$ cat src/rtl/eval_request_if.sv
// rtl/eval_request_if.sv - request, evaluator and result handshake bundle for eval_request
`ifndef BOARD_WIDTH
`define BOARD_WIDTH 64
`endif

interface eval_request_if #(
  parameter int EVAL_WIDTH  = 24,
  parameter int PHASE_WIDTH = 8
);
  // request side: search / move generation hands over a board
  logic                    req_valid;
  logic                    req_ready;
  logic [`BOARD_WIDTH-1:0] req_board;
  logic                    req_white_to_move;
  logic [PHASE_WIDTH-1:0]  req_phase;

  // evaluator side
  logic                    ev_board_valid;
  logic [`BOARD_WIDTH-1:0] ev_board;
  logic                    ev_white_to_move;
  logic                    ev_clear_eval;
  logic                    ev_eval_valid;
  logic [EVAL_WIDTH-1:0]   ev_eval_mg;
  logic [EVAL_WIDTH-1:0]   ev_eval_eg;
  logic                    ev_insufficient_material;

  // result side
  logic                    res_valid;
  logic                    res_ready;
  logic [EVAL_WIDTH-1:0]   res_score;
  logic                    res_insufficient;
  logic                    res_timeout;

  logic                    busy;

  modport slave (
    input  req_valid, req_board, req_white_to_move, req_phase,
    input  ev_eval_valid, ev_eval_mg, ev_eval_eg, ev_insufficient_material,
    input  res_ready,
    output req_ready,
    output ev_board_valid, ev_board, ev_white_to_move, ev_clear_eval,
    output res_valid, res_score, res_insufficient, res_timeout,
    output busy
  );

  modport master (
    output req_valid, req_board, req_white_to_move, req_phase,
    output ev_eval_valid, ev_eval_mg, ev_eval_eg, ev_insufficient_material,
    output res_ready,
    input  req_ready,
    input  ev_board_valid, ev_board, ev_white_to_move, ev_clear_eval,
    input  res_valid, res_score, res_insufficient, res_timeout,
    input  busy
  );
endinterface

$ cat src/rtl/eval_request.sv
// rtl/eval_request.sv - board evaluation initiator with phase blend; optional watchdog via EVAL_REQUEST_TIMEOUT_EN
`ifndef BOARD_WIDTH
`define BOARD_WIDTH 64
`endif

module eval_request #(
  parameter int EVAL_WIDTH     = 24,
  parameter int PHASE_WIDTH    = 8,
  parameter int TIMEOUT_CYCLES = 63
) (
  input  logic           clk,
  input  logic           reset,
  eval_request_if.slave  bus
);

  typedef enum logic [2:0] {
    IDLE   = 3'd0,
    ISSUE  = 3'd1,
    WAIT   = 3'd2,
    BLEND1 = 3'd3,
    BLEND2 = 3'd4,
    RESULT = 3'd5
  } state_t;

  // products carry the score plus the weight headroom
  localparam int PW = EVAL_WIDTH + 10;
  localparam logic signed [PW-1:0] SAT_MAX =
    $signed({{(PW-EVAL_WIDTH+1){1'b0}}, {(EVAL_WIDTH-1){1'b1}}});
  localparam logic signed [PW-1:0] SAT_MIN = -SAT_MAX;

  state_t state, state_nx;

  logic [PHASE_WIDTH-1:0]       phase_q;
  logic signed [EVAL_WIDTH-1:0] mg_q, eg_q;
  logic                         ins_q;
  logic                         to_q;
  logic signed [PW-1:0]         pm, pe;
  logic signed [PW-1:0]         mg_ext, eg_ext, w_mg, w_eg;
  logic signed [PW-1:0]         sum, shifted, oriented, clipped;
  logic                         wd_expire;

`ifdef EVAL_REQUEST_TIMEOUT_EN
  localparam int CW = $clog2(TIMEOUT_CYCLES + 1);
  logic [CW-1:0] wd_cnt;

  // watchdog: cleared while issuing, counts every WAIT cycle without a result
  always_ff @(posedge clk or posedge reset) begin
    if (reset) begin
      wd_cnt <= '0;
    end else if (state == ISSUE) begin
      wd_cnt <= '0;
    end else if (state == WAIT && !wd_expire) begin
      wd_cnt <= wd_cnt + CW'(1);
    end
  end

  // a result arriving on the expiry cycle wins over the timeout
  assign wd_expire = (state == WAIT) && !bus.ev_eval_valid &&
                     (wd_cnt == CW'(TIMEOUT_CYCLES - 1));
`else
  localparam int unused_timeout_cycles = TIMEOUT_CYCLES;
  assign wd_expire = 1'b0;
`endif

  // state register
  always_ff @(posedge clk or posedge reset) begin
    if (reset) state <= IDLE;
    else       state <= state_nx;
  end

  // next-state decode
  always_comb begin
    state_nx = state;
    case (state)
      IDLE:    if (bus.req_valid) state_nx = ISSUE;
      ISSUE:   state_nx = WAIT;
      WAIT:    if (bus.ev_eval_valid || wd_expire) state_nx = BLEND1;
      BLEND1:  state_nx = BLEND2;
      BLEND2:  state_nx = RESULT;
      RESULT:  if (bus.res_ready) state_nx = IDLE;
      default: state_nx = IDLE;
    endcase
  end

  assign bus.req_ready      = (state == IDLE);
  assign bus.ev_board_valid = (state == ISSUE);
  assign bus.ev_clear_eval  = (state == BLEND1);
  assign bus.res_valid      = (state == RESULT);
  assign bus.busy           = (state != IDLE);

  // weights: phase for middlegame, full-scale minus phase for endgame
  assign mg_ext = PW'(mg_q);
  assign eg_ext = PW'(eg_q);
  assign w_mg   = $signed(PW'(phase_q));
  assign w_eg   = $signed(PW'({1'b1, {PHASE_WIDTH{1'b0}}} - {1'b0, phase_q}));

  // floor-shift the blend, orient to side to move, zero on insufficient material, clip
  always_comb begin
    sum      = pm + pe;
    shifted  = sum >>> PHASE_WIDTH;
    oriented = bus.ev_white_to_move ? shifted : -shifted;
    if (ins_q) oriented = '0;
    clipped = oriented;
    if (oriented > SAT_MAX)      clipped = SAT_MAX;
    else if (oriented < SAT_MIN) clipped = SAT_MIN;
  end

  // captured request, evaluator result, products and registered outputs
  always_ff @(posedge clk or posedge reset) begin
    if (reset) begin
      bus.ev_board         <= '0;
      bus.ev_white_to_move <= 1'b0;
      phase_q              <= '0;
      mg_q                 <= '0;
      eg_q                 <= '0;
      ins_q                <= 1'b0;
      to_q                 <= 1'b0;
      pm                   <= '0;
      pe                   <= '0;
      bus.res_score        <= '0;
      bus.res_insufficient <= 1'b0;
      bus.res_timeout      <= 1'b0;
    end else begin
      case (state)
        IDLE: begin
          if (bus.req_valid) begin
            bus.ev_board         <= bus.req_board;
            bus.ev_white_to_move <= bus.req_white_to_move;
            phase_q              <= bus.req_phase;
            to_q                 <= 1'b0;
          end
        end
        WAIT: begin
          if (bus.ev_eval_valid) begin
            mg_q  <= $signed(bus.ev_eval_mg);
            eg_q  <= $signed(bus.ev_eval_eg);
            ins_q <= bus.ev_insufficient_material;
          end else if (wd_expire) begin
            mg_q  <= '0;
            eg_q  <= '0;
            ins_q <= 1'b0;
            to_q  <= 1'b1;
          end
        end
        BLEND1: begin
          pm <= mg_ext * w_mg;
          pe <= eg_ext * w_eg;
        end
        BLEND2: begin
          bus.res_score        <= clipped[EVAL_WIDTH-1:0];
          bus.res_insufficient <= ins_q;
          bus.res_timeout      <= to_q;
        end
        default: ;
      endcase
    end
  end

endmodule
$ cat src/flat_wrapper.sv
// flat-port wrapper written by rule: the top's interface ports become plain ports
module eval_request_flat 
#(
  parameter int EVAL_WIDTH     = 24,
  parameter int PHASE_WIDTH    = 8,
  parameter int TIMEOUT_CYCLES = 63
)
  (clk, reset, bus_req_valid, bus_req_board, bus_req_white_to_move, bus_req_phase, bus_ev_eval_valid, bus_ev_eval_mg, bus_ev_eval_eg, bus_ev_insufficient_material, bus_res_ready, bus_req_ready, bus_ev_board_valid, bus_ev_board, bus_ev_white_to_move, bus_ev_clear_eval, bus_res_valid, bus_res_score, bus_res_insufficient, bus_res_timeout, bus_busy);
  eval_request_if #(.EVAL_WIDTH(EVAL_WIDTH), .PHASE_WIDTH(PHASE_WIDTH)) bus_i ();
  input  logic clk;
  input  logic reset;
  input wire logic [$bits(bus_i.req_valid)-1:0] bus_req_valid;
  input wire logic [$bits(bus_i.req_board)-1:0] bus_req_board;
  input wire logic [$bits(bus_i.req_white_to_move)-1:0] bus_req_white_to_move;
  input wire logic [$bits(bus_i.req_phase)-1:0] bus_req_phase;
  input wire logic [$bits(bus_i.ev_eval_valid)-1:0] bus_ev_eval_valid;
  input wire logic [$bits(bus_i.ev_eval_mg)-1:0] bus_ev_eval_mg;
  input wire logic [$bits(bus_i.ev_eval_eg)-1:0] bus_ev_eval_eg;
  input wire logic [$bits(bus_i.ev_insufficient_material)-1:0] bus_ev_insufficient_material;
  input wire logic [$bits(bus_i.res_ready)-1:0] bus_res_ready;
  output wire logic [$bits(bus_i.req_ready)-1:0] bus_req_ready;
  output wire logic [$bits(bus_i.ev_board_valid)-1:0] bus_ev_board_valid;
  output wire logic [$bits(bus_i.ev_board)-1:0] bus_ev_board;
  output wire logic [$bits(bus_i.ev_white_to_move)-1:0] bus_ev_white_to_move;
  output wire logic [$bits(bus_i.ev_clear_eval)-1:0] bus_ev_clear_eval;
  output wire logic [$bits(bus_i.res_valid)-1:0] bus_res_valid;
  output wire logic [$bits(bus_i.res_score)-1:0] bus_res_score;
  output wire logic [$bits(bus_i.res_insufficient)-1:0] bus_res_insufficient;
  output wire logic [$bits(bus_i.res_timeout)-1:0] bus_res_timeout;
  output wire logic [$bits(bus_i.busy)-1:0] bus_busy;
  assign bus_i.req_valid = bus_req_valid;
  assign bus_i.req_board = bus_req_board;
  assign bus_i.req_white_to_move = bus_req_white_to_move;
  assign bus_i.req_phase = bus_req_phase;
  assign bus_i.ev_eval_valid = bus_ev_eval_valid;
  assign bus_i.ev_eval_mg = bus_ev_eval_mg;
  assign bus_i.ev_eval_eg = bus_ev_eval_eg;
  assign bus_i.ev_insufficient_material = bus_ev_insufficient_material;
  assign bus_i.res_ready = bus_res_ready;
  assign bus_req_ready = bus_i.req_ready;
  assign bus_ev_board_valid = bus_i.ev_board_valid;
  assign bus_ev_board = bus_i.ev_board;
  assign bus_ev_white_to_move = bus_i.ev_white_to_move;
  assign bus_ev_clear_eval = bus_i.ev_clear_eval;
  assign bus_res_valid = bus_i.res_valid;
  assign bus_res_score = bus_i.res_score;
  assign bus_res_insufficient = bus_i.res_insufficient;
  assign bus_res_timeout = bus_i.res_timeout;
  assign bus_busy = bus_i.busy;
  eval_request #(.EVAL_WIDTH(EVAL_WIDTH), .PHASE_WIDTH(PHASE_WIDTH), .TIMEOUT_CYCLES(TIMEOUT_CYCLES)) u_core (.clk(clk), .reset(reset), .bus(bus_i));
endmodule
$ cat config.mk
export PLATFORM = sky130hd
export DESIGN_NAME = eval_request_flat
export DESIGN_NICKNAME = d
export VERILOG_FILES = /design/src/rtl/eval_request_if.sv /design/src/rtl/eval_request.sv /design/src/flat_wrapper.sv
export SDC_FILE = /design/constraint.sdc
export NUM_CORES = 1
export LEC_CHECK = 0
export ABC_AREA = 1
export ABC_CLOCK_PERIOD_IN_PS = 9100
export CORE_ASPECT_RATIO = 1.1
export CORE_MARGIN = 2
export CORE_UTILIZATION = 60
export DETAILED_ROUTE_END_ITERATION = 7
export HOLD_SLACK_MARGIN = 0.08
export PLACE_DENSITY = 0.8
export SLEW_MARGIN = 20
export SYNTH_ARGS = -nofsm -noshare
export SYNTH_HDL_FRONTEND = slang
export SYNTH_SLANG_ARGS = --single-unit
$ cat constraint.sdc
create_clock -name clk -period 9.1 [get_ports clk]
set_input_delay 1.82 -clock clk [delete_from_list [all_inputs] [get_ports clk]]
set_output_delay 1.82 -clock clk [all_outputs]
set_load 0.05 [all_outputs]
## Yosys cells after proc, flatten, opt, wreduce, memory -nomap -nowiden

Index checks and enable logic that the tools add are counted.

- Flip-flop bits (word level): 218
- Input port bits: 127
- Output and inout bits: 96

- Add/sub/neg operators: 3
- Multipliers: 2
- Magnitude comparators: 2
- Eq/ne operators: 8
- Mux-type cells: 8
- Reduce and logical (&&, ||, !) cells: 5

Operators with widths:

| kind | count |
|---|---|
| $mux W34 | 2 |
| $mux W24 | 2 |
| $add A34 B34 Y34 | 1 |
| $gt A34 B24 Y1 const B | 1 |
| $lt A34 B24 Y1 const B | 1 |
| $mul A24 B10 Y34 | 1 |
| $neg A26 Y34 | 1 |
| $mul A24 B9 Y33 | 1 |
| $pmux W3 S6 | 1 |
| $sub A9 B8 Y10 const A | 1 |
| $mux W3 | 3 |
| $eq A3 B2 Y1 const B | 2 |
| $eq A3 B3 Y1 const B | 2 |
| $ne A2 B2 Y1 const B | 3 |
| $reduce_and A2 Y1 | 2 |
| $eq A3 B1 Y1 const B | 1 |
| $logic_not A3 Y1 | 1 |
| $reduce_and A3 Y1 | 1 |
| $reduce_bool A3 Y1 | 1 |

## Depth between registers and ports, before layout

- Depth after elaboration: 7
- Gate-level depth with buffers: 38
- Gate-level depth less buffers: 36

## Least setup slack after synthesis

OpenSTA, ideal clock, no wires.

- Path type: register -> register
- From: register u_core.phase_q[1]
- To: register u_core.pe[31]
- Arrival: 6.024 ns
- Required time: 9.018 ns
- Path slack: 2.994 ns
- Stages on the path, launching flop included: 37
- Path buffers: 2
- Clock period less this slack: 6.106 ns
- Cell sequence: dfrtp_1 -> clkbuf_1 -> inv_1 -> ha_1 -> nand2_1 -> nor2_1 -> nand2_1 -> o21ai_0 -> nand2_1 -> clkbuf_1 -> inv_1 -> nand2_1 -> fa_1 -> fa_1 -> inv_1 -> fa_1 -> fa_1 -> inv_1 -> fa_1 -> inv_1 -> ha_1 -> a21oi_1 -> nor2_1 -> nor2_1 -> o221ai_1 -> a21oi_1 -> inv_1 -> a21oi_1 -> inv_1 -> nand2_1 -> nand2_1 -> nand2_1 -> nand2_1 -> nand2_1 -> o211ai_1 -> or2_2 -> a31oi_1

- Longest elaborated chain between the ends: 2

Ends and longest elaborated chain:

| what | line | source |
|---|---|---|
| start, declared | eval_request.sv:33 | `logic [PHASE_WIDTH-1:0] phase_q;` |
| start signal, assigned | eval_request.sv:129 | `phase_q <= bus.req_phase;` |
| $sub A9 B8 Y10 | eval_request.sv:95 | `assign w_eg = $signed(PW'({1'b1, {PHASE_WIDTH{1'b0}}} - {1'b0, phase_q}));` |
| $mul A24 B10 Y34 | eval_request.sv:147 | `pe <= eg_ext * w_eg;` |
| end signal, assigned | eval_request.sv:147 |  |
| end, declared | eval_request.sv:37 | `logic signed [PW-1:0] pm, pe;` |

No other way between the ends.
A chain may end at the register's enable or synchronous reset.

## Worst setup path in the final report

Same ends and word-level chain as after synthesis.

==> flow_metrics.py <==
metrics = {
    "cells_and_area": {
        "n_antenna_cell": 0,
        "final_layout_size_suffix_gt1_frac": 0.0869,
        "fin_nets": 4186,
        "design_area_um2": 29900,
        "syn_to_final_growth_pct": 13.5,
    },
    "setup_path": {
        "crit_fanout": 25,
        "arrival_ns": 7.51,
        "critPathLaunchType": "register",
        "reg2reg_from": "u_core.phase_q[1]$_DFFE_PP0P_",
        "cp_slowest_stage_delay_ns": 0.59,
        "rrSetupSlack_ns": 2.07,
        "end_kind": "register",
        "rr_worst_depth": 31,
        "critPathBufInv": 8,
        "critPathTopFamily": "adder cells",
        "r2r-end": "u_core.pe[31]$_DFFE_PP0P_",
        "required_ns": 9.58,
        "critPathKind": "reg -> reg",
        "cp_slowest_cell": "inv_1",
    },
    "cts": {
        "postCtsSetupBuffers": 0,
        "cts_root_buf": "clkbuf_16",
        "clock_sinks": 217,
        "clock_path_buffers": 3,
        "cts_tree": "yes",
        "postCtsHoldBufs": 0,
        "cts_made_buffers": 26,
        "insertion_delay_ns": 0.58,
        "cts_max_level": 1,
        "cts_resized": 0,
        "path_clk_slew_ns": 0.06,
    },
    "synthesis": {
        "synth.yosys.warnings": 0,
        "synth_top_family_by_area": "adder cells",
        "synth-xor-area-share": 0.00899,
        "synth_nets": 4029,
        "avgSynthCellArea_um2": 7.73,
        "synth_cell_types": 46,
        "yosysTopAreaCellShare": 0.250,
        "synthTopCellsByArea": "fa_1 (25%), dfrtp_1 (21%), nand2_1 (11%)",
        "synth.area.mux_share": 0.0381,
        "synth-seq-cells": 217,
        "synth_ff_type": "dfrtp_1",
        "async_reset_ff_frac": 1.00,
        "synth_area_um2": 26300,
        "synth-simple-area-share": 0.223,
        "synth_compound_area_frac": 0.0623,
        "synth_edf_count": 0,
        "synth_fa_ha_area_frac": 0.332,
        "synthCells": 3401,
        "synth_common_cells": "nand2_1 (801), inv_1 (762), fa_1 (328)",
        "yosysMostFrequentCell": "nand2_1",
        "ys_seq_area_frac": 0.206,
        "synth_top_area_cell": "fa_1",
    },
    "timing": {
        "rsz0062_at_grt": "false",
        "fin_crit_sh": 0.772,
        "max_freq_mhz": 142,
        "finalSetupTns_ns": 0,
        "fin_worst_skew_ns": 0.0169,
        "worstMarginPinSlew_ns": 1.01,
        "period_minus_slack_ns": 7.03,
        "slew_violations": 0,
        "relSlewSlack": 0.326,
        "setup_viol": 0,
        "finalHoldViolCount": 0,
        "hold_slack_ns": 0.487,
    },
    "global_route": {
        "antenna_found_initial": 0,
        "grt_start_max_net_pins": 129,
        "grtUsageTotal": 0.288,
        "grt_pass1_vias": 21800,
        "overflow": 0,
        "grt_pass1_wl_mm": 106,
    },
    "die": {
        "rows": 80,
        "fp.dieArea_um2": 45500,
        "die_h_um": 224,
        "start_util": 0.607,
        "core_um2": 43300,
        "design.portCount": 223,
        "chipWidth_um": 204,
    },
    "routing": {
        "dr.pass1.iters": 5,
        "post_drt_via_cell_ratio": 5.24,
        "wl_mm": 63.3,
        "vias": 21700,
        "ant_nets": 0,
        "drc": 0,
        "routed_wire_length_per_instance_um": 15.3,
        "drt_iter0_drc": 1253,
    },
    "run": {
        "maxCapViolations": 0,
    },
    "worst_hold_path": {
        "holdPathEnd": "u_core.pm[3]$_DFFE_PP0P_",
        "hold_path.class": "reg -> reg",
        "hold_path.startpoint": "u_core.pm[3]$_DFFE_PP0P_",
        "hold_depth": 2,
    },
    "status": {
        "status": "finished, final reports clean",
    },
    "placed_design": {
        "dpl-instance-area_um2": 28900,
        "hpwl_mm": 51.1,
        "finalWeightedCongestion": 0.947,
        "portBuffers": 221,
    },
}
state kept, by name, summed over array words and instances, names as in the netlist, 3 cells and up:
signal                count
u_core.bus.ev_board      64
u_core.pe                34
u_core.mg_q              24
u_core.pm                33
u_core.eg_q              24
u_core.state              3
u_core.phase_q            8
u_core.bus.res_score     24
logic make-up after synthesis:
family | after synthesis
and+or+nand+nor | 1391
buffers and inverters | 890
adders and majority gates | 501
AOI/OAI and AO/OA | 285
DFF | 217
muxes | 89
xor gates and xnor gates | 27
other | 1
through the flow:
stage	std cells	setup WS (ns)	utilization
finish	4151	2.07	0.689
CTS	4151	2.13	0.689
floorplan	3401	1.34	-
detailed placement	4104	2.21	0.668
global placement	4104	2.42	0.668
global route	4151	1.53	0.689
layout make-up:
type                    instances  area (um^2)
multi-input cells            2294        17500
fillers                      3591        13500
flip-flops and latches        217         5430
inverters                     780         2940
repair buffers                239         2350
clock buffers                  34          721
well taps                     574          718
clock inverters                13          203
worst reg2reg max path: cells and delay by family, from the launching register on:
kind,cells,cell delay (ns)
fa+ha+maj,6,2.86
simple gates,11,1.52
buf+inv,8,1.17
compound gates,6,1.02
flops,1,0.39
per-layer routing:
| layer | vias up | track usage | wire length [um] |
|---|---|---|---|
| li1 | 10600 | - | - |
| met1 | 10400 | 0.380 | 26500 |
| met2 | 695 | 0.482 | 30100 |
| met3 | 119 | 0.0370 | 4170 |
| met4 | 0 | 0.118 | 2640 |
| met5 | - | 0 | 0 |
worst max-delay path by stage:
stage                                       start  slack [ns]  cells after the start                                  to
finish              u_core.phase_q[1]$_DFFE_PP0P_        2.07                     31           u_core.pe[31]$_DFFE_PP0P_
global route        u_core.phase_q[1]$_DFFE_PP0P_        1.53                     32           u_core.pe[31]$_DFFE_PP0P_
CTS                 u_core.phase_q[2]$_DFFE_PP0P_        2.13                     31           u_core.pe[31]$_DFFE_PP0P_
detailed placement  u_core.phase_q[2]$_DFFE_PP0P_        2.21                     31           u_core.pe[31]$_DFFE_PP0P_
global placement    u_core.phase_q[2]$_DFFE_PP0P_        2.42                     31           u_core.pe[31]$_DFFE_PP0P_
floorplan                                   reset        1.34                      1  u_core.bus.ev_board[0]$_DFFE_PP0P_
layout by cell type (no fill, tap or decap), types with 5 or more instances in the layout:
cell	instances
xor2_1	10
or2_2	37
ha_1	173
nand2_2	40
nor3_1	13
o21ai_0	59
nand3_1	134
inv_1	760
nor2_2	14
a21o_1	5
fa_1	328
o31ai_1	5
nand2_1	800
a31oi_1	35
clkdlybuf4s50_1	221
xnor2_1	16
nor2_4	8
o21bai_1	6
inv_2	19
a21oi_2	22
nand4_1	16
nand3_2	10
dfrtp_1	216
a21oi_1	135
mux2_2	89
clkbuf_16	26
nor2_1	302
o21a_1	5
buf_4	18
Power is left out: the tool's default activity adds up to more than one toggle a clock period on the data nets, which glitch-free logic cannot reach.
